File: config.mk
export PLATFORM = sky130hd
export DESIGN_NAME = prog_loader
export DESIGN_NICKNAME = d
export VERILOG_FILES = /design/src/rtl/prog_loader.sv
export SDC_FILE = /design/constraint.sdc
export NUM_CORES = 1
export LEC_CHECK = 0
export CORE_MARGIN = 2
export CORE_UTILIZATION = 45
export DETAILED_ROUTE_END_ITERATION = 8
export PLACE_DENSITY = 0.79
export REMOVE_ABC_BUFFERS = 1
export SLEW_MARGIN = 20
export SYNTH_ARGS = -nofsm -noshare
export SYNTH_HDL_FRONTEND = slang
export SYNTH_SLANG_ARGS = --single-unit
File: constraint.sdc
create_clock -name clk_i -period 2.3 [get_ports clk_i]
set_clock_uncertainty 0.05 [all_clocks]
set_input_delay 0.345 -clock clk_i [delete_from_list [all_inputs] [get_ports clk_i]]
set_output_delay 0.345 -clock clk_i [all_outputs]
set_load 0.02 [all_outputs]
File: src/rtl/prog_loader.sv
// Boot-time program loader: unpacks a framed big-endian byte stream into 16-bit
// memory words from address 0 and releases the cpu once the checksum verifies.
module prog_loader #(
  parameter int MEM_DEPTH  = 4096,
  parameter int ADDR_WIDTH = $clog2(MEM_DEPTH)
) (
  input  logic                  clk_i,
  input  logic                  rst_i,
  input  logic                  byte_valid_i,
  input  logic [7:0]            byte_data_i,
  output logic                  byte_ready_o,
  output logic [ADDR_WIDTH-1:0] mem_addr_o,
  output logic [15:0]           mem_value_o,
  output logic                  mem_enable_o,
  output logic                  mem_wr_en_o,
  output logic                  mem_rd_en_o,
  output logic                  cpu_rst_o,
  output logic                  done_o,
  output logic                  error_o
);

  typedef enum logic [2:0] {
    HDR_HI, HDR_LO, DAT_HI, DAT_LO, CHK_HI, CHK_LO, DONE, ERR
  } state_t;

  // One extra counter bit lets a full-depth image (N == MEM_DEPTH) be represented.
  localparam int              CW          = ADDR_WIDTH + 1;
  localparam logic [CW-1:0]   CNT_ONE     = CW'(1);
  localparam logic [16:0]     DEPTH_LIMIT = 17'(MEM_DEPTH);

  state_t                state;
  state_t                next_state;
  logic                  accept;
  logic [7:0]            hi_q;
  logic [15:0]           rx_word;
  logic [CW-1:0]         n_words;
  logic [CW-1:0]         idx;
  logic [15:0]           csum;
  logic                  hdr_too_big;
  logic                  last_word;
  logic                  wr_q;
  logic [ADDR_WIDTH-1:0] addr_q;
  logic [15:0]           value_q;

  assign rx_word     = {hi_q, byte_data_i};
  assign accept      = byte_valid_i & byte_ready_o;
  assign hdr_too_big = {1'b0, rx_word} > DEPTH_LIMIT;
  assign last_word   = (idx + CNT_ONE) == n_words;

  always_ff @(posedge clk_i) begin
    if (rst_i) begin
      state <= HDR_HI;
    end else begin
      state <= next_state;
    end
  end

  always_comb begin
    next_state = state;
    case (state)
      HDR_HI: if (accept) next_state = HDR_LO;
      HDR_LO: begin
        if (accept) begin
          if (hdr_too_big) begin
            next_state = ERR;
          end else if (rx_word == 16'h0000) begin
            next_state = CHK_HI;
          end else begin
            next_state = DAT_HI;
          end
        end
      end
      DAT_HI: if (accept) next_state = DAT_LO;
      DAT_LO: if (accept) next_state = last_word ? CHK_HI : DAT_HI;
      CHK_HI: if (accept) next_state = CHK_LO;
      // csum already holds the last word: it was added at least two cycles earlier.
      CHK_LO: if (accept) next_state = (rx_word == csum) ? DONE : ERR;
      DONE:   next_state = DONE;
      ERR:    next_state = ERR;
      default: next_state = HDR_HI;
    endcase
  end

  always_comb begin
    byte_ready_o = 1'b0;
    done_o       = 1'b0;
    error_o      = 1'b0;
    cpu_rst_o    = 1'b1;
    case (state)
      HDR_HI, HDR_LO, DAT_HI, DAT_LO, CHK_HI, CHK_LO: byte_ready_o = ~rst_i;
      DONE: begin
        done_o    = 1'b1;
        cpu_rst_o = 1'b0;
      end
      ERR:  error_o = 1'b1;
      default: ;
    endcase
  end

  // Byte pairing, counters and the registered write port; address/data hold between writes.
  always_ff @(posedge clk_i) begin
    if (rst_i) begin
      hi_q    <= '0;
      n_words <= '0;
      idx     <= '0;
      csum    <= '0;
      wr_q    <= 1'b0;
      addr_q  <= '0;
      value_q <= '0;
    end else begin
      wr_q <= 1'b0;
      if (accept) begin
        case (state)
          HDR_HI, DAT_HI, CHK_HI: hi_q <= byte_data_i;
          HDR_LO: n_words <= rx_word[CW-1:0];
          DAT_LO: begin
            wr_q    <= 1'b1;
            addr_q  <= idx[ADDR_WIDTH-1:0];
            value_q <= rx_word;
            csum    <= csum + rx_word;
            idx     <= idx + CNT_ONE;
          end
          default: ;
        endcase
      end
    end
  end

  assign mem_enable_o = wr_q;
  assign mem_wr_en_o  = wr_q;
  assign mem_rd_en_o  = 1'b0;
  assign mem_addr_o   = addr_q;
  assign mem_value_o  = value_q;

endmodule
==> impl_metrics.ini, run 1 <==
[synth]
synth-edff-count = 0
ys.warnings.count = 0
syn_avg_cell_area_um2 = 7.86
ys_types = 51
yosys-top-cells-count = nand2_1, dfxtp_1, a21oi_1, nor2_1, clkbuf_1
seq_area_frac_synth_pct = 39.6
synth_ff_type = dfxtp_1
yosysMostFrequentCell = nand2_1
synth_top_cell_by_area = dfxtp_1
synthCells = 528
ys_ff_latch = 82
synth-async-reset-ratio_pct = 0
synthTopCellsByArea = dfxtp_1, nand2_1, a21oi_1
synth.top_cell.area_share_pct = 39.6
synth_area_mm2 = 0.00415

[layout]
final-instance-count-excl-fill = 714
insertedDiodeCount = 0
final_core_utilization_pct = 58.3
drive_gt1_share_pct = 15.9
fin_nets = 626
area_growth_pct = 28.1

[critical_path]
critPathKind = reg -> reg
crit_path_top_delay_cell = fa_2
reg2reg_depth = 11
end_kind = register
critical_path_arrival_ns = 2.62
path_cells = ha_4, inv_2, fa_2, nor2b_4, o21ai_4, a21oi_2, o211ai_1, buf_4, a31oi_2, o21ai_1, a21oi_1
critPathLaunchType = register
cpPeakStageDelay_ns = 0.38
crit_path_max_fanout = 4
cp_data_required_time_ns = 2.52

[clock_network]
clkSinkCount = 82
cts_buffer_depth = 2
cts_htree_levels = 3
cts_tree = built
root_buffer = clkbuf_8
path_clk_slew_ns = 0.09
numCtsBuffers = 9
clk_latency_ns = 0.36

[global_route]
use_met3_pct = 5.15
grt_max_degree = 74
grt_pass1_wl_mm = 17.4
antenna_found_initial = 0
grt_pass1_vias = 3838
busiest_layer = met2
grt_overflow = 0
grt_use_met1_pct = 25.0
grtUsageMet2_pct = 37.5
grt_use_total_pct = 21.4

[power_and_ir_drop]
power.leakage_nw = 2.06
cellPowerDensity_mw_per_mm2 = 501
max-vdd-ir-drop_mv = 0.262
p_total_w = 0.00266

[drt]
vias = 4075
antenna_left = 0
vias_per_cell = 5.71
firstDrtPassIters = 5
first_iter_violations = 231
routed_wl_mm = 10.9
post-route-drc-count = 0
wl_per_cell_um = 15.3

[status]
status = complete, but fails checks
failed_checks = negative setup slack

[worst_hold_path]
min_path_cells = 2
min_path_type = in -> reg

[placement]
dpl_worst_slack_ns = -0.574
globalplace.congestion = 0.955
io_buffers = 44
dp.cells = 688
place_hpwl_mm = 7.16

[timing]
relSlewSlack_pct = 50.4
hold_ws_ns = 0.197
period_minus_slack_ns = 2.39
slew_viol_final = 0
setup_viol = 2
rsz0062_at_grt = yes
hold_violations = 0
clock.fmax_mhz = 418
worst_pin_slew_ns = 0.744
setup_ws_ns = -0.0941
period_share_pct = 104

[floorplan]
die_h_um = 100
placementRows = 35
core-area_mm2 = 0.00911
dieArea_mm2 = 0.0100
die_w_um = 100
start_util_pct = 45.5
ioPinCount = 46

[job]
maxCapViolations = 0
-- layer usage --
metal,up-vias,part of all wire (%)
li1,1947,-
met1,1914,41
met2,171,49
met3,43,6.3
met4,0,3.6
met5,-,0
-- worst max-delay path: cells and delay by family, from the launching register on --
family	cells	cell delay (ns)
compound gates	6	0.95
fa+ha+maj	2	0.52
buf+inv	2	0.23
flops	1	0.37
simple gates	1	0.18
-- layout make-up --
class | count | area [um2]
Sequential cell | 82 | 1650
Clock inverter | 3 | 22.5
Fill cell | 786 | 3800
Clock buffer | 13 | 169
Timing Repair Buffer | 97 | 881
Inverter | 11 | 41.3
Tap cell | 111 | 139
Multi-Input combinational cell | 397 | 2410
-- logic make-up after synthesis --
logic type,synth area share (%)
other cells,0.0904
simple gates,22.9
xor+xnor,7.60
flops,39.6
mux,2.41
buf+inv,4.83
compound gates,17.3
fa+ha+maj,5.31
-- state kept, by name (all words and copies together) (netlist names) --
name and cells:
mem_enable_o 1, idx 13, state 3, csum 16, mem_addr_o 12, n_words 13
hi_q 8, mem_value_o 16
-- worst paths after layout --
kind | from | to | slack, ns
max reg2reg | csum[0]$_SDFFE_PP0P_ | csum[10]$_SDFFE_PP0P_ | -0.09
min | rst_i | mem_value_o[12]$_SDFFE_PP0P_ | 0.20
max | csum[0]$_SDFFE_PP0P_ | csum[10]$_SDFFE_PP0P_ | -0.09
min reg2reg | mem_value_o[12]$_SDFFE_PP0P_ | mem_value_o[12]$_SDFFE_PP0P_ | 0.41
-- per-stage QoR --
| step | instance area (um2) | setup TNS, ns |
|---|---|---|
| final | 5310 | -0.105 |
| after global placement | 4940 | -4.10 |
| after detailed placement | 4940 | -4.38 |
| after CTS | 5250 | 0 |
| after global routing | 5310 | -0.339 |
| after floorplan | 3990 | -20.23 |
-- repair_timing --
item,4_1_cts,5_1_grt
setup endpoints to repair,7,9
buffers inserted,9,1
resized for setup,17,16
pin swaps,9,9
hold buffers,0,0
-- report_power, final --
| group | switching [W] | internal, W | total, W |
|---|---|---|---|
| logic | 0.000121 | 0.0000896 | 0.000211 |
| registers | 0.0000159 | 0.00143 | 0.00145 |
| clock network | 0.000524 | 0.000481 | 0.00100 |
-- placed cells by master (no fill, tap or decap), types with 11 or more instances in the layout --
cell type / count
buf_4: 49
ha_1: 12
clkbuf_8: 12
xor2_1: 15
dfxtp_1: 77
nor2_1: 33
clkdlybuf4s50_1: 38
nand2_1: 111
xnor2_1: 21
o21ai_0: 11
nand3_1: 16
a21oi_1: 69
Power figures use the tool's default switching activity.
==> run 2, diff against run 1 <==
Settings changed: CORE_UTILIZATION 45 to 50, MAX_ROUTING_LAYER from default to met4, PLACE_DENSITY 0.79 to 0.85.
==> run 2 against run 1 <==
Against the previous run:
- the run still ends with negative setup slack left
- via count up 1.8%
- critical path depth down 1
- fmax down 1.2%
- sequential share of layout area down 0.25 points
- die area down 9.6%
- worst setup slack worse by 0.030 ns
- clock power up 21%
- highest routed layer unchanged
==> impl_metrics.ini, run 2 (same netlist as run 1, synthesis figures left out) <==
[floorplan]
dieArea_mm2 = 0.00904
start_util_pct = 51.0
die_h_um = 95.1
ioPinCount = 46
die_w_um = 95.1
core-area_mm2 = 0.00813
placementRows = 33

[critical_path]
cpMostUsedCell = a21oi_2
cp_top_family = compound AO/OA/AOI/OAI gates
cp.buffers_inverters = 1
reg2reg_setup_slack_ns = -0.12
critPathLaunchType = register
path_cells = ha_4, inv_2, fa_2, nor2b_4, o21ai_4, a21oi_2, o211ai_1, a31oi_1, o21ai_2, a21oi_2
critical_path_arrival_ns = 2.67
critPathKind = reg -> reg
crit_path_top_delay_cell = fa_2
end_kind = register
cp_data_required_time_ns = 2.55
cpPeakStageDelay_ns = 0.42
crit_path_max_fanout = 4

[power_and_ir_drop]
cellPowerDensity_mw_per_mm2 = 536
intPower_w = 0.00216
p_sw_w = 0.000708
swShare_pct = 24.6
comb_power_share_pct = 7.5
seqPwrFrac_pct = 50.5
power.leakage_nw = 2.08
max-vdd-ir-drop_mv = 0.454
power.share.clock_pct = 42.0
p_total_w = 0.00287

[drt]
first_iter_violations = 359
antenna_left = 0
wl_per_cell_um = 16.5
post-route-drc-count = 0
vias = 4150
firstDrtPassIters = 5
routed_wl_mm = 11.7
vias_per_cell = 5.85

[clock_network]
clkSinkCount = 82
cts_tree = built
clk_latency_ns = 0.37
cts_buffer_depth = 2
numCtsBuffers = 9
path_clk_slew_ns = 0.09
cts_htree_levels = 3
root_buffer = clkbuf_8
holdBufCountCts = 0

[placement]
dpl_worst_slack_ns = -0.603
globalplace.congestion = 0.973
io_buffers = 44
dp.cells = 680
place_hpwl_mm = 7.02

[layout]
multi_input_area_mm2 = 0.00243
drive_gt1_share_pct = 16.9
n_fill_cell = 588
insertedDiodeCount = 0
final_common_cell = nand2_1
area_growth_pct = 29.1
seq_area_mm2 = 0.00165
final-instance-count-excl-fill = 709
fin_nets = 627
final_cell_mix = nand2_1, dfxtp_1, a21oi_1

[timing]
period_minus_slack_ns = 2.42
hold_ws_ns = 0.343
hold_violations = 0
worst_pin_slew_ns = 0.668
relSlewSlack_pct = 55.4
period_share_pct = 105
setup_viol = 4
setup_ws_ns = -0.124
rsz0062_at_grt = yes
clock.fmax_mhz = 413
slew_viol_final = 0

[global_route]
grt_max_degree = 65
grt_pass1_wl_mm = 17.8
grt_use_total_pct = 25.9
antenna_found_initial = 0
grt_pass1_vias = 3785
grt_overflow = 0

[job]
maxCapViolations = 0

[status]
failed_checks = negative setup slack
status = complete, but fails checks

[worst_hold_path]
min_path_type = in -> reg
==> run 2: cell types whose count changed in the layout (fill, tap and decap cells not counted), moves of 2 or more <==
cell,before,now
ha_1,12,10
bufinv_16,0,2
buf_4,49,51
clkbuf_8,12,10
dlymetal6s2s_1,1,3
buf_12,4,2
==> run 2: worst min-delay path, delay by kind of cell <==
family          cells  cell delay (ns)
compound gates      1             0.05
buf+inv             2             0.32
==> run 2: path summary, 6_finish.rpt <==
path	startpoint	end	cells after the start
worst max-delay path	csum[0]$_SDFFE_PP0P_	csum[10]$_SDFFE_PP0P_	10
worst min-delay path	rst_i	csum[7]$_SDFFE_PP0P_	3
worst max register to register	csum[0]$_SDFFE_PP0P_	csum[10]$_SDFFE_PP0P_	10
worst min register to register	mem_addr_o[7]$_SDFFE_PP0P_	mem_addr_o[7]$_SDFFE_PP0P_	2
==> run 2: what timing repair did <==
item,CTS,global route
pin swaps,9,12
setup endpoints to repair,6,10
resized for setup,12,27
buffers inserted,14,0
==> run 2: layout make-up <==
type,count,share of cell area (%)
tap,105,2.45
sequential,82,30.8
clock inverter,6,1.68
multi-input combinational,397,45.4
inverter,11,0.771
timing repair buffer,98,16.3
clock buffer,10,2.57
==> run 2: per-layer routing <==
| layer | vias to the layer above | GRT usage [%] | wire (um) |
|---|---|---|---|
| met2 | 196 | 44.1 | 5790 |
| met4 | 0 | 12.2 | 527 |
| met1 | 1948 | 29.2 | 4600 |
| met5 | - | - | 0 |
| met3 | 51 | 5.22 | 790 |
| li1 | 1955 | - | - |
==> run 2: through the flow <==
stage | TNS [ns] | instance area (um2) | util (%)
2_1_floorplan | -20.23 | 3990 | -
6_report | -0.279 | 5360 | 65.9
5_1_grt | -0.800 | 5360 | 65.9
4_1_cts | 0 | 5250 | 64.5
3_5_place_dp | -4.66 | 4900 | 60.2
3_3_place_gp | -3.94 | 4900 | 60.2
==> run 2: power groups by stage <==
stage	Clock (W)	Combinational [W]	Sequential (W)
final	0.00121	0.000215	0.00145
after global routing	0.00128	0.000230	0.00145
after CTS	0.00120	0.000197	0.00145
after detailed placement	0	0.000194	0.00148
after global placement	0	0.000189	0.00148
after floorplan	0	0.0000882	0.00148
==> run 3, diff against run 2 <==
Settings changed: SETUP_SLACK_MARGIN from default to 0.15.
==> run 3 against run 2 <==
Against the previous run:
- the flow now finishes without violations
- die area unchanged
- sequential share of layout area down 0.84 points
- combinational power rose by 9.3%
- core utilization is 2.2 points higher
- critical endpoint is now csum[14]$_SDFFE_PP0P_
- clock power about the same
- fmax up 5.5%
- hold slack worse by 0.0048 ns
- wire length up 6.3%
==> impl_metrics.ini, run 3 (same netlist as run 1, synthesis figures left out) <==
[drt]
first_iter_violations = 436
wl_per_cell_um = 17.3
vias = 4260
firstDrtPassIters = 7
antenna_left = 0
routed_wl_mm = 12.4
post-route-drc-count = 0
vias_per_cell = 5.93

[critical_path]
crit_path_max_fanout = 4
crit_start = csum[0]$_SDFFE_PP0P_
end_kind = register
critical_path_arrival_ns = 2.51
critPathKind = reg -> reg
reg2reg_setup_slack_ns = 0.003
critPathLaunchType = register
r2r_end = csum[14]$_SDFFE_PP0P_
regToRegStartpoint = csum[0]$_SDFFE_PP0P_
reg2reg_depth = 10
endpoint = csum[14]$_SDFFE_PP0P_
cp_data_required_time_ns = 2.51

[layout]
final_core_utilization_pct = 68.0
multi_input_area_mm2 = 0.00250
final_common_cell = nand2_1
n_fill_cell = 565
seq_area_mm2 = 0.00166
final_cell_mix = nand2_1, dfxtp_1, a21oi_1
insertedDiodeCount = 0
fin_nets = 636
drive_gt1_share_pct = 20.7
area_growth_pct = 33.4

[clock_network]
holdBufCountCts = 0
root_buffer = clkbuf_8
path_clk_slew_ns = 0.09
clkSinkCount = 82
cts_buffer_depth = 2
cts_tree = built
clk_latency_ns = 0.37
numCtsBuffers = 9
cts_htree_levels = 3

[power_and_ir_drop]
comb_power_share_pct = 8.1
p_total_w = 0.00289
seqPwrFrac_pct = 50.1
power.share.clock_pct = 41.7
swShare_pct = 24.9
power.leakage_nw = 2.13
max-vdd-ir-drop_mv = 0.358
intPower_w = 0.00217
p_sw_w = 0.000722
cellPowerDensity_mw_per_mm2 = 523

[timing]
tns_ns = 0
rsz0062_at_grt = yes
clock.fmax_mhz = 435
period_share_pct = 99.9
slew_viol_final = 0
worst_pin_slew_ns = 0.678
setup_viol = 0
setup_ws_ns = 0.00275
hold_violations = 0
period_minus_slack_ns = 2.30
relSlewSlack_pct = 54.8
hold_ws_ns = 0.338

[placement]
dpl_worst_slack_ns = -0.603
place_hpwl_mm = 7.02
globalplace.congestion = 0.973
io_buffers = 44

[global_route]
grt_pass1_vias = 3865
grt_max_degree = 65
grt_pass1_wl_mm = 18.1
grt_use_total_pct = 26.2
antenna_found_initial = 0
grt_overflow = 0

[floorplan]
ioPinCount = 46
die_h_um = 95.1
placementRows = 33
start_util_pct = 51.0
core-area_mm2 = 0.00813
dieArea_mm2 = 0.00904
die_w_um = 95.1

[worst_hold_path]
min_path_type = in -> reg

[status]
status = completed

[job]
maxCapViolations = 0
run 3: cell type report:
cell class	count	area share, %
multi-input combinational	397	45.2
sequential	82	30.0
timing repair buffer	107	17.6
clock buffer	10	2.49
tap	105	2.38
clock inverter	6	1.63
inverter	11	0.746
run 3: layer usage:
metal	track usage [%]	vias up	routed length (um)
met5	-	-	0
met4	14.1	0	649
met3	5.22	74	994
met2	44.0	256	6020
met1	29.3	1945	4780
li1	-	1985	-
run 3: repair_timing:
action | in CTS | in global routing
gates resized for setup | 31 | 39
setup buffers | 15 | 7
pin swaps | 16 | 22
endpoints found under the setup margin | 13 | 10
run 3: metrics by stage:
stage / instance area [um2] / instances
after floorplan: 3990 / 490
after global placement: 4900 / 680
after detailed placement: 4900 / 680
after CTS: 5330 / 711
after global routing: 5530 / 718
final: 5530 / 718
run 3: worst min path at each step:
stage                                     start                     endpoint  slack, ns  cells past startpoint
finish                                    rst_i         csum[7]$_SDFFE_PP0P_       0.34                      3
CTS                                       rst_i         csum[7]$_SDFFE_PP0P_       0.34                      3
global route                              rst_i         csum[7]$_SDFFE_PP0P_       0.36                      3
floorplan                                 rst_i         csum[0]$_SDFFE_PP0P_       0.36                      1
global placement     mem_addr_o[4]$_SDFFE_PP0P_   mem_addr_o[4]$_SDFFE_PP0P_       0.39                      2
detailed placement  mem_value_o[8]$_SDFFE_PP0P_  mem_value_o[8]$_SDFFE_PP0P_       0.40                      2
run 3: critical path: stages, from the launching register on:
cell	delay [ns]
dfxtp_2	0.37
ha_4	0.17
inv_2	0.04
fa_2	0.39
nor2b_4	0.16
o21ai_2	0.08
a21oi_2	0.17
o211ai_1	0.19
a31oi_1	0.29
xnor2_1	0.18
o21ai_1	0.09
run 3: power groups by stage:
stage | combinational [W] | sequential, W | clock, W
3_5_place_dp | 0.000194 | 0.00148 | 0
6_report | 0.000235 | 0.00145 | 0.00121
3_3_place_gp | 0.000189 | 0.00148 | 0
4_1_cts | 0.000201 | 0.00145 | 0.00120
5_1_grt | 0.000249 | 0.00145 | 0.00127
2_1_floorplan | 0.0000882 | 0.00148 | 0
